`src/rtl/rr_stream_mux_arbiter.sv`:
```
// Round-robin packet arbiter: locks a requester for a whole packet and steers its
// beats through an N:1 select into a single registered output stage.
module rr_stream_mux_arbiter #(
  parameter int unsigned NUM_REQ    = 4,
  parameter int unsigned DATA_WIDTH = 8,
  parameter int unsigned IDX_W      = $clog2(NUM_REQ)
) (
  input  logic                            clk,
  input  logic                            rst,
  input  logic [NUM_REQ-1:0]              req_valid,
  input  logic [NUM_REQ*DATA_WIDTH-1:0]   req_data,
  input  logic [NUM_REQ-1:0]              req_last,
  output logic [NUM_REQ-1:0]              req_ready,
  output logic                            out_valid,
  output logic [DATA_WIDTH-1:0]           out_data,
  output logic                            out_last,
  input  logic                            out_ready,
  output logic [IDX_W-1:0]                grant_idx
);

  typedef enum logic {
    IDLE,
    LOCKED
  } state_e;

  state_e                  state_q, state_d;
  logic [IDX_W-1:0]        rr_ptr_q, rr_ptr_d;
  logic [IDX_W-1:0]        lock_idx_q, lock_idx_d;
  logic                    out_valid_q, out_valid_d;
  logic [DATA_WIDTH-1:0]   out_data_q, out_data_d;
  logic                    out_last_q, out_last_d;
  logic [IDX_W-1:0]        grant_idx_q, grant_idx_d;

  logic [IDX_W-1:0]        rr_sel;
  logic [IDX_W-1:0]        sel;
  logic [IDX_W-1:0]        sel_inc;
  logic [DATA_WIDTH-1:0]   sel_data;
  logic                    load_en;
  logic                    xfer;

  assign load_en = !out_valid_q || out_ready;

  // First valid requester at or after rr_ptr, wrapping modulo NUM_REQ.
  always_comb begin
    logic             found;
    logic [IDX_W-1:0] idx;
    found  = 1'b0;
    idx    = '0;
    rr_sel = rr_ptr_q;
    for (int unsigned i = 0; i < NUM_REQ; i++) begin
      idx = IDX_W'((32'(rr_ptr_q) + i) % NUM_REQ);
      if (!found && req_valid[idx]) begin
        rr_sel = idx;
        found  = 1'b1;
      end
    end
  end

  assign sel      = (state_q == LOCKED) ? lock_idx_q : rr_sel;
  assign sel_inc  = (sel == IDX_W'(NUM_REQ - 1)) ? '0 : sel + IDX_W'(1);
  assign sel_data = req_data[32'(sel)*DATA_WIDTH +: DATA_WIDTH];

  always_ff @(posedge clk or posedge rst) begin
    if (rst) begin
      state_q     <= IDLE;
      rr_ptr_q    <= '0;
      lock_idx_q  <= '0;
      out_valid_q <= 1'b0;
      out_data_q  <= '0;
      out_last_q  <= 1'b0;
      grant_idx_q <= '0;
    end else begin
      state_q     <= state_d;
      rr_ptr_q    <= rr_ptr_d;
      lock_idx_q  <= lock_idx_d;
      out_valid_q <= out_valid_d;
      out_data_q  <= out_data_d;
      out_last_q  <= out_last_d;
      grant_idx_q <= grant_idx_d;
    end
  end

  // Ready/transfer generation, grant lock and output register load.
  always_comb begin
    state_d     = state_q;
    rr_ptr_d    = rr_ptr_q;
    lock_idx_d  = lock_idx_q;
    out_valid_d = out_valid_q;
    out_data_d  = out_data_q;
    out_last_d  = out_last_q;
    grant_idx_d = grant_idx_q;
    req_ready   = '0;
    xfer        = 1'b0;

    case (state_q)
      IDLE: begin
        if (|req_valid) req_ready[sel] = load_en;
      end
      LOCKED: begin
        req_ready[sel] = load_en;
      end
      default: begin
        state_d = IDLE;
      end
    endcase

    xfer = req_valid[sel] && req_ready[sel];

    if (xfer) begin
      out_valid_d = 1'b1;
      out_data_d  = sel_data;
      out_last_d  = req_last[sel];
      grant_idx_d = sel;
      if (req_last[sel]) begin
        state_d  = IDLE;
        rr_ptr_d = sel_inc;
      end else begin
        state_d    = LOCKED;
        lock_idx_d = sel;
      end
    end else if (load_en) begin
      out_valid_d = 1'b0;
    end
  end

  assign out_valid = out_valid_q;
  assign out_data  = out_data_q;
  assign out_last  = out_last_q;
  assign grant_idx = grant_idx_q;

endmodule
```
`config.mk`:
```
export PLATFORM = sky130hd
export DESIGN_NAME = rr_stream_mux_arbiter
export DESIGN_NICKNAME = d
export VERILOG_FILES = /design/src/rtl/rr_stream_mux_arbiter.sv
export SDC_FILE = /design/constraint.sdc
export NUM_CORES = 1
export LEC_CHECK = 0
export BUFFER_PORTS_ARGS = -buffer_cell sky130_fd_sc_hd__buf_2
export CAP_MARGIN = 20
export CORE_AREA = 2 2 59 61
export CTS_CLUSTER_DIAMETER = 100
export DETAILED_ROUTE_END_ITERATION = 10
export DIE_AREA = 0 0 61 63
export PLACE_DENSITY = 0.83
export SYNTH_ARGS = -nofsm -noshare
export SYNTH_HDL_FRONTEND = slang
export SYNTH_SLANG_ARGS = --single-unit
```
`constraint.sdc`:
```
create_clock -name clk -period 3.69 [get_ports clk]
set_input_delay 0 -clock clk [delete_from_list [all_inputs] [get_ports clk]]
set_output_delay 0 -clock clk [all_outputs]
set_load 0.02 [all_outputs]
```
# Yosys cells after proc, flatten, opt, wreduce, memory -nomap -nowiden
# Index checks and enable logic that the tools add are counted.
# word_totals
register_bits	17
latch_bits	0
mem_bits_rw	0
romBits	0
inputBits	43
out_inout_bits	16
word_cells	65
memories	0
# classes
n_addsub	4
multipliers	0
n_div	0
magnitude_cmp	6
eq_ne	1
n_shift	1
n_mux	29
bitwise	3
n_reduce_logical	14
# op_table
op	count
variable part select 32 x 6 -> 8 bit	1
< comparator 2 x 3 -> 1 bit, second input constant	5
binary-select mux 1 bit (select 2 bit)	7
two-way mux 1 bit	14
two-way mux 2 bit	5
case mux 4 bit (2 select lines)	1
logical AND 1 bit	5
adder 2 x 1 -> 2 bit, second input constant	2
adder 2 bit, second input constant	2
bitwise AND 4 bit	1
logical NOT 1 bit	4
two-way mux 4 bit	1
AND reduction 2 bit	2
OR reduction 4 bit	1
demux 1 bit (select 2 bit)	1
equality test 2 bit, second input constant	1
>= comparator 2 x 1 -> 1 bit, second input constant	1
inverter 1 bit	2
nonzero test 2 bit	1
logical OR 1 bit	1

# Longest topological paths before layout
# Gate-level depths: netlist of run 1.
# depth
word_depth	24
ltp_mapped	12
mapped_depth_nobuf	9

# Least setup slack after synthesis of run 1
# Ideal clock, no wire load.
# synth_path
kind	register to register
from	reg rr_ptr_q[1]
to	reg rr_ptr_q[1]
arrival_ns	2.423
slack_ns	1.134
stages_incl_launch_ff	13
path_buffers	3
period_less_slack_ns	2.556
cell_sequence	dfrtp_1 -> buf_6 -> mux2_2 -> o22a_1 -> o211a_1 -> nor2_1 -> inv_2 -> buf_2 -> ha_1 -> a21oi_1 -> buf_2 -> a2111o_1 -> o211ai_1
# synth_between
elab_chain_len	24
elab_cells_between_ends	43
# synth_lines
element	line	source
from (decl)	27	logic [IDX_W-1:0] rr_ptr_q, rr_ptr_d;
from (signal assigned)	74	rr_ptr_q <= rr_ptr_d;
branches (longest 11 deep; another with adder 2 x 1 -> 2 bit)	n/a	
two-way mux 2 bit (*)	52	if (!found && req_valid[idx]) begin
two-way mux 2 bit (*)	59	assign sel = (state_q == LOCKED) ? lock_idx_q : rr_sel;
< comparator 2 x 3 -> 1 bit (not written as such) / >= comparator 2 x 1 -> 1 bit (equally long branches)	97, 100	
logical AND 1 bit (not written as such)	97, 100	
two-way mux 1 bit (not written as such)	97, 100	
demux 1 bit (select 2 bit)	97, 100	
bitwise AND 4 bit (no line)	n/a	
two-way mux 4 bit	97	if (|req_valid) req_ready[sel] = load_en;
case mux 4 bit (2 select lines)	95	case (state_q)
binary-select mux 1 bit (select 2 bit)	107	xfer = req_valid[sel] && req_ready[sel];
two-way mux 1 bit (not written as such)	107	
logical AND 1 bit	107	
AND reduction 2 bit (no line)	n/a	
# Every way passes the cells marked *. The select of a mux whose other input is x is not followed.
# A chain may end at the register's enable or synchronous reset.

# Worst setup path after layout of run 1
# layout_path
from	reg rr_ptr_q[1]
to	reg out_data_q[2] (netlist: out_data[2])
# layout_between
elab_chain_len	23
elab_cells_between_ends	38
# layout_lines
element	line	source
branches (longest 11 deep; another with adder 2 x 1 -> 2 bit)	n/a	
two-way mux 2 bit (*)	52	
two-way mux 2 bit (*)	59	
< comparator 2 x 3 -> 1 bit (not written as such) / >= comparator 2 x 1 -> 1 bit (equally long branches)	97, 100	
logical AND 1 bit (not written as such)	97, 100	
two-way mux 1 bit (not written as such)	97, 100	
demux 1 bit (select 2 bit)	97, 100	
bitwise AND 4 bit (no line)	n/a	
two-way mux 4 bit	97	
case mux 4 bit (2 select lines)	95	
binary-select mux 1 bit (select 2 bit)	107	
two-way mux 1 bit (not written as such)	107	
logical AND 1 bit	107	
to (signal assigned)	77	out_data_q <= out_data_d;
to (decl)	30	logic [DATA_WIDTH-1:0] out_data_q, out_data_d;
# Marked as above.

==> out/qor.txt, run 1 <==
TritonCTS Buffers: 3
RSZ-0062 raised after global routing: false
Worst Hold Class: in -> reg
Post-synth EDFFs: 0
Clock Power Share: 6.1%
Longest Clk Path Bufs: 2
CTS sink count: 17
share of synthesized registers carrying an async set or reset: 100%
syn nets: 218
critical path data required time: 3.85 ns
Worst Max-Slew Pin Slew: 0.953 ns
CTS root buffer: clkbuf_4
Core Util, Final: 55.6%
pin count of the biggest net entering global routing: 23
share of cells above drive strength 1: 32.6%
Initial DRC Count: 62
drt wl/cell: 14.7 um
post_cts resized: 0
pre-CTS setup slack: 0.865 ns
Relative slew margins: 36.2%
hold_buf cts: 1
P_sw: 0.854 mW
Crit Path Max Fanout: 22
Vias: 1544
synthesis-to-layout area growth: 19.1%
die height: 63 um
cell area power density: 895 mW/mm^2
I/O pin cnt: 59
drt pass-1 iters: 4
final number of hold-violating endpoints: 0
vias in the first global route: 1444
core box area: 0.00323 sq mm
clock skew: 0.00551 ns
port buffer count: 58
Max Clk Rate: 0.350 GHz
Setup TNS: 0 ns
# rows: 21
gr ovfl total: 0
maxcap violations: 0
Reg clk slew, reported paths: 0.10 ns
ys flop type: dfrtp_1
slack of the critical path: 0.829 ns
setup bufs post-CTS: 0
top-area cell type share of the netlist area: 28.2%
first-pass GRT wire length: 6.54 mm
min cycle time layout: 2.86 ns
ANT nets after route: 0
Startpoint Class: register
worst vdd ir: 0.000532 V
die span in x: 61 um
post-route cell area: 0.00180 sq mm
final wirelength: 3.91 mm
crit path kind: reg -> reg
Gate power share: 70.8%
#FFs+latches synth: 17
Final setup viols: 0
n_diodes: 0
H-tree levels: 1
Crit. End Element: register
CTS tree: done
most area-consuming cells after synthesis: dfrtp_1 (28%), a211oi_1 (8.5%), and3_1 (7.0%)
initial antenna violation count: 0
WP data arrival: 3.02 ns
RePlAce Congestion: 0.899
cell-internal power: 0.755 mW
Synth area leader: dfrtp_1
commonest cells in the netlist: a211oi_1 (17), and3_1 (17), dfrtp_1 (17)
sequential fraction of the synthesis area: 28.2%
initial core utilization: 46.7%
DRC viols: 0
status: complete, no violations
DR vias/cell: 5.78
Mapped Area: 0.00151 sq mm
switch share: 53.1%
Max Slew Vio Count: 0
Yosys Warn Count: 0
Flop pwr share: 23.1%
Yosys cell types: 49
post-place instance area: 0.00176 sq mm
syn avg cell area: 8.68 sq um
Skew-Pair Late Insertion Delay: 0.28 ns
Die Area: 0.00384 sq mm
final net count: 266
GRT Overall Usage: 21.7%
Cells after Synth: 174
fin crit share: 77.5%
HPWL Detailed: 3.02 mm
LEAKAGE: 0.849 nW
## layout by cell type (no fill, tap or decap), types with 2 or more instances in the layout
cell type	count
a2111o_1	2
a211oi_1	17
a21oi_1	7
and2_1	3
and3_1	17
buf_2	58
buf_4	2
clkbuf_4	3
dfrtp_1	17
inv_1	8
nand2_1	9
nand2b_1	5
nand3_1	2
nor2_1	5
nor2b_1	2
nor3_1	4
nor3b_1	2
o211ai_1	11
o21ai_1	5
o311ai_0	2
o31ai_1	9
or2_1	2
or4b_1	2
## per-stage QoR
| stage | hold slack [ns] | cells | total power, mW |
|---|---|---|---|
| after floorplan | -0.0739 | 174 | 1.27 |
| final | 0.0425 | 267 | 1.61 |
| after global placement | 0.108 | 262 | 1.48 |
| after detailed placement | 0.101 | 262 | 1.50 |
| after CTS | 0.0300 | 267 | 1.60 |
| after global routing | 0.0440 | 267 | 1.74 |
## final cells by class
cell class              count  area [sq um]
multi-input cells         130           938
well taps                  46          57.6
inverters                   9          33.8
fillers                   306          1430
flip-flops and latches     17           425
clock buffers               3          22.5
clock inverters             1          5.00
repair buffers             61           315
## power groups by stage
| stage | logic, mW | registers [mW] | clock network [mW] |
|---|---|---|---|
| after floorplan | 0.861 | 0.414 | 0 |
| after global placement | 1.11 | 0.372 | 0 |
| after detailed placement | 1.13 | 0.374 | 0 |
| after CTS | 1.14 | 0.371 | 0.0986 |
| after global routing | 1.25 | 0.384 | 0.108 |
| final | 1.14 | 0.371 | 0.0984 |
## final timing paths
kind                              startpoint       endpoint  slack [ns]  depth (start not counted)
max in group asynchronous                rst    out_data[7]        2.94                          3
worst min-delay path            req_data[17]    out_data[1]        0.04                          3
min in group asynchronous                rst  lock_idx_q[1]        0.34                          3
worst max-delay path             rr_ptr_q[1]    out_data[2]        0.83                         10
worst max register to register   rr_ptr_q[1]    out_data[2]        0.83                         10
worst min register to register  grant_idx[0]   grant_idx[0]        0.49                          2
## sequential cells by signal (all words and copies together) (netlist names)
register	flops
out_data	8
grant_idx	2
out_last	1
rr_ptr_q	2
out_valid	1
lock_idx_q	2
state_q	1
## per-layer routing
| metal | vias up | part of all wire, % | GRT usage, % |
|---|---|---|---|
| met1 | 701 | 43 | 29.1 |
| met4 | 0 | 1.9 | 7.88 |
| met3 | 6 | 6.7 | 2.28 |
| li1 | 769 | - | - |
| met2 | 68 | 48 | 35.2 |
| met5 | - | 0 | 0 |
## critical path, cell delays in order, from the launching register on
cell and delay [ns]:
dfrtp_1 0.52, nor3b_1 0.51, nor4_4 0.09, o211a_1 0.15, nor2_1 0.22, inv_2 0.20
ha_1 0.24, a21oi_1 0.12, buf_4 0.22, o21a_1 0.31, o31ai_1 0.14
## cell families after synthesis
family	count (synthesis)	synth area share, %
DFF	17	28.2
and+or+nand+nor	57	24.0
buffers and inverters	27	9.69
muxes	2	1.74
AOI/OAI and AO/OA	70	35.5
adders and majority gates	1	0.828
Note: power is estimated with default switching activity, not from simulation.
==> run 2, diff against run 1 <==
Clock period 3.69 ns to 2.7 ns, I/O delays scaled along.
==> out/qor.txt, run 2 (synthesis gave the netlist of run 1 again) <==
reg2reg end: grant_idx[1]
Die Area: 0.00384 sq mm (unchanged)
Final setup viols: 0 (unchanged)
DRC viols: 0 (unchanged)
Longest Clk Path Bufs: 2 (unchanged)
Core Util, Final: 57.3% (+1.7 points)
status: complete, no violations
Worst Hold Class: in -> reg
cell area power density: 1240 mW/mm^2 (+38%)
post-route cell area: 0.00185 sq mm (+3.1%)
gr ovfl total: 0 (unchanged)
drt wl/cell: 14.1 um (-3.9%)
Max Clk Rate: 0.395 GHz (+13%)
setup slack, reg-to-reg: 0.17 ns (-0.66 ns)
crit path kind: reg -> reg
setup bufs post-CTS: 0 (unchanged)
initial antenna violation count: 0 (unchanged)
clock skew: 0.00962 ns (+0.00411 ns)
worst reg2reg path depth: 9 (-1)
CTS root buffer: clkbuf_4
share of cells above drive strength 1: 35.7% (+3.1 points)
vias in the first global route: 1439 (-0.35%)
first element of the critical path: rr_ptr_q[1]
core box area: 0.00323 sq mm (unchanged)
commonest non-fill, non-tap cells in the layout: buf_2 (58), and3_1 (17), a211oi_1 (17), dfrtp_1 (16), o211ai_1 (11)
Critical R2R Launch: rr_ptr_q[1]
initial core utilization: 46.7% (unchanged)
# rows: 21 (unchanged)
Reg clk slew, reported paths: 0.10 ns (about the same)
pin count of the biggest net entering global routing: 22 (-4.3%)
first-pass GRT wire length: 6.32 mm (-3.4%)
Worst Max-Slew Pin Slew: 0.630 ns (-0.322 ns)
Vias: 1589 (+2.9%)
Crit. End Element: register
critical path data required time: 2.88 ns (-0.97 ns)
commonest non-fill, non-tap cell in the layout: buf_2
fill cell count: 294 (-3.9%)
TritonCTS Buffers: 3 (unchanged)
I/O pin cnt: 59 (unchanged)
GRT Overall Usage: 20.9% (-0.79 points)
fin crit share: 93.7% (+16 points)
maxcap violations: 0 (unchanged)
port buffer count: 58 (unchanged)
post-place instance area: 0.00181 sq mm (+2.6%)
n_diodes: 0 (unchanged)
HPWL Detailed: 3.03 mm (+0.34%)
WP data arrival: 2.71 ns (-0.31 ns)
die height: 63 um (unchanged)
Crit Path Max Fanout: 11 (-50%)
worst vdd ir: 0.000697 V (+31%)
startpoint of the worst hold path: out_ready
die span in x: 61 um (unchanged)
RSZ-0062 raised after global routing: false
final number of hold-violating endpoints: 0 (unchanged)
CTS tree: done
Initial DRC Count: 59 (-4.8%)
synthesis-to-layout area growth: 22.7%
Skew-Pair Late Insertion Delay: 0.29 ns (about the same)
CTS sink count: 17 (unchanged)
Pwr Total: 2.29 mW (+42%)
drt pass-1 iters: 4 (unchanged)
final wirelength: 3.84 mm (-1.8%)
DR vias/cell: 5.82 (+0.65%)
RePlAce Congestion: 0.919 (+2.2%)
LEAKAGE: 0.876 nW (+3.1%)
Max Slew Vio Count: 0 (unchanged)
hold endpoint: out_valid
hold path cells: 3 (unchanged)
Startpoint Class: register
max reg flops: 8 (unchanged)
Setup TNS: 0 ns (unchanged)
ANT nets after route: 0 (unchanged)
min cycle time layout: 2.53 ns (-0.332 ns)
Relative slew margins: 57.9% (+22 points)
slack of the critical path: 0.171 ns (-0.658 ns)
final net count: 272 (+2.3%)
H-tree levels: 1 (unchanged)
pre-CTS setup slack: -0.0438 ns (-0.909 ns)
==> run 2: worst max-delay path by stage <==
stage | end | slack (ns) | depth (start not counted)
floorplan | rr_ptr_q[1] | 0.14 | 12
finish | grant_idx[1] | 0.17 | 9
detailed placement | out_data[6] | -0.04 | 9
global placement | out_data[3] | 0.14 | 9
CTS | out_data[0] | 0.08 | 9
global route | grant_idx[1] | 0.05 | 9
==> run 2: layout make-up <==
class / instances / area (sq um) / area share [%]
multi-input combinational: 130 / 948 / 51.2
sequential: 17 / 427 / 23.0
timing repair buffer: 67 / 360 / 19.4
tap: 46 / 57.6 / 3.11
inverter: 9 / 33.8 / 1.82
clock buffer: 4 / 26.3 / 1.42
==> run 2: power by group <==
group	internal (mW)	switching, mW	leakage, nW
combinational	0.667	0.986	0.657
sequential	0.392	0.113	0.204
clock	0.0575	0.0782	0.0150
total	1.12	1.18	0.876
==> run 2: stage by stage <==
step / hold WS (ns) / instances
after detailed placement: 0.106 / 268
final: 0.0140 / 273
after CTS: 0.0265 / 273
after global placement: 0.110 / 268
after floorplan: -0.0739 / 174
after global routing: 0.0555 / 273
==> run 2: critical path, stage by stage, from the launching register on <==
cell,delay (ns)
dfrtp_2,0.50
mux2_2,0.29
o22a_1,0.21
o211a_1,0.24
nor2_1,0.23
inv_2,0.07
ha_1,0.20
a21oi_2,0.24
o21ai_2,0.11
mux2_4,0.31
==> run 2: repair_timing <==
item / in CTS / in global routing
gates resized for setup: 1 / 3
gates cloned: 0 / 0
hold buffers: 1 / 0
setup endpoints to repair: 9 / 11
endpoints found under the hold margin: 17 / 0
==> run 2: routing by layer <==
layer / GRT usage, % / vias to the layer above / part of all wire (%)
met5: 0 / - / 0
met1: 28.5 / 732 / 43
met4: 6.25 / 0 / 1.3
met3: 3.11 / 6 / 6.5
met2: 33.5 / 70 / 49
li1: - / 781 / -
==> run 3, diff against run 2 <==
Settings changed: PLACE_DENSITY 0.83 to 0.79.
==> out/qor.txt, run 3 (synthesis gave the netlist of run 1 again) <==
Startpoint Class: register
Worst Max-Slew Pin Slew: 0.668 ns (+0.0378 ns)
# rows: 21 (unchanged)
TritonCTS Buffers: 3 (unchanged)
H-tree levels: 1 (unchanged)
Skew-Pair Late Insertion Delay: 0.31 ns (+0.02 ns)
fin crit share: 92.8% (-0.85 points)
core box area: 0.00323 sq mm (unchanged)
HPWL Detailed: 3.15 mm (+4.0%)
crit path buf inv count: 2 (+1)
final wirelength: 4.13 mm (+7.4%)
WP data arrival: 2.71 ns (about the same)
RSZ-0062 raised after global routing: false
crit path kind: reg -> reg
Relative slew margins: 55.4% (-2.5 points)
commonest non-fill, non-tap cells in the layout: buf_2 (58), and3_1 (17), a211oi_1 (17), dfrtp_1 (16), o211ai_1 (11)
status: complete, no violations
CTS sink count: 17 (unchanged)
max reg flops: 8 (unchanged)
vias in the first global route: 1505 (+4.6%)
Pwr Total: 2.33 mW (+1.5%)
drt wl/cell: 15.1 um (+7.0%)
initial antenna violation count: 0 (unchanged)
die height: 63 um (unchanged)
final number of hold-violating endpoints: 0 (unchanged)
clock skew: 0.00288 ns (-0.00674 ns)
worst vdd ir: 0.000674 V (-3.2%)
Max Clk Rate: 0.399 GHz (+0.92%)
ANT nets after route: 0 (unchanged)
Longest Clk Path Bufs: 2 (unchanged)
n_diodes: 0 (unchanged)
first-pass GRT wire length: 6.90 mm (+9.2%)
Crit. End Element: register
Top delay family on crit path: compound AO/OA/AOI/OAI gates
Multi-input gate area: 945 sq um (-0.40%)
die span in x: 61 um (unchanged)
Die Area: 0.00384 sq mm (unchanged)
Setup TNS: 0 ns (unchanged)
min cycle time layout: 2.51 ns (-0.0230 ns)
port buffer count: 58 (unchanged)
I/O pin cnt: 59 (unchanged)
CTS root buffer: clkbuf_4
Max Slew Vio Count: 0 (unchanged)
drt pass-1 iters: 4 (unchanged)
RePlAce Congestion: 0.905 (-1.5%)
Worst Hold Class: in -> reg
Vias: 1588 (-0.063%)
Critical Path Max Stage Delay: 0.51 ns (about the same)
pin count of the biggest net entering global routing: 22 (unchanged)
storage element area: 427 sq um (unchanged)
cells along the critical path: mux2_2, o22a_1, o211a_1, nor2_1, inv_2, ha_1, a21oi_1, buf_4, o21ai_2, mux2_4
maxcap violations: 0 (unchanged)
GRT Overall Usage: 23.0% (+2.2 points)
LEAKAGE: 0.878 nW (+0.29%)
Initial DRC Count: 60 (+1.7%)
Slowest-stage cell, CP: dfrtp_2
DRC viols: 0 (unchanged)
Final setup viols: 0 (unchanged)
initial core utilization: 46.7% (unchanged)
gr ovfl total: 0 (unchanged)
share of cells above drive strength 1: 35.5% (-0.16 points)
fill cell count: 322 (+9.5%)
Reg clk slew, reported paths: 0.12 ns (+0.02 ns)
setup bufs post-CTS: 0 (unchanged)
critical path data required time: 2.90 ns (+0.02 ns)
DR vias/cell: 5.80 (-0.43%)
final net count: 273 (+0.37%)
Crit Path Max Fanout: 14 (+3)
CTS tree: done
cell area power density: 1250 mW/mm^2 (+1.0%)
commonest non-fill, non-tap cell in the layout: buf_2
synthesis-to-layout area growth: 23.4%
[run 3: changes by cell type in the layout (fill, tap and decap cells not counted), sizes merged]
cell | previous run | this run
clkbuf | 4 | 3
clkinvlp | 0 | 1
dlygate4sd3 | 1 | 2
[run 3: power by group]
part	switching (mW)	internal (mW)
sequential	0.119	0.392
combinational	1.00	0.664
clock	0.0974	0.0565
[run 3: stage by stage]
stage                     instance area (sq um)  cells  setup slack (ns)  util (%)  hold slack [ns]
final                                      1860    274             0.194      57.6           0.0198
after global routing                       1860    274            0.0442      57.6           0.0322
after CTS                                  1860    274            0.0948      57.4           0.0276
after detailed placement                   1810    268             0.130      55.9            0.127
after global placement                     1810    268             0.198      55.9            0.108
after floorplan                            1510    174             0.144         -          -0.0739
[run 3: worst reg2reg max path, delay by kind of cell, from the launching register on]
kind / cells / cell delay, ns
AOI/OAI and AO/OA: 4 / 0.67
buffers and inverters: 2 / 0.27
DFF: 1 / 0.51
and+or+nand+nor: 1 / 0.17
muxes: 2 / 0.61
adders and majority gates: 1 / 0.18
[run 3: what timing repair did]
| action | in CTS | in global routing |
|---|---|---|
| setup endpoints to repair | 0 | 10 |
| gates resized for setup | 0 | 3 |
| endpoints found under the hold margin | 18 | 0 |
| hold buffers | 2 | 0 |
[run 3: final cells by class]
cell class              instances  area share (%)
inverters                       9            1.81
well taps                      46            3.09
clock buffers                   3            1.21
clock inverters                 1           0.403
multi-input cells             130            50.7
repair buffers                 68            19.9
flip-flops and latches         17            22.9
[run 3: path summary, 6_finish.rpt]
kind / startpoint / end / slack [ns] / cells past startpoint
setup reg to reg: rr_ptr_q[1] / grant_idx[1] / 0.19 / 10
hold / removal: req_data[22] / out_data[6] / 0.02 / 3
min in group asynchronous: rst / out_data[6] / 0.32 / 3
setup / recovery: rr_ptr_q[1] / grant_idx[1] / 0.19 / 10
max in group asynchronous: rst / rr_ptr_q[1] / 1.92 / 3
hold reg to reg: grant_idx[0] / grant_idx[0] / 0.51 / 2
[run 3: routing by layer]
metal	GRT usage, %	vias up	share of wire, %
met2	34.5	59	49
met5	0	-	0
met4	4.62	0	0.63
met3	5.18	4	6.3
met1	33.8	747	44
li1	-	778	-
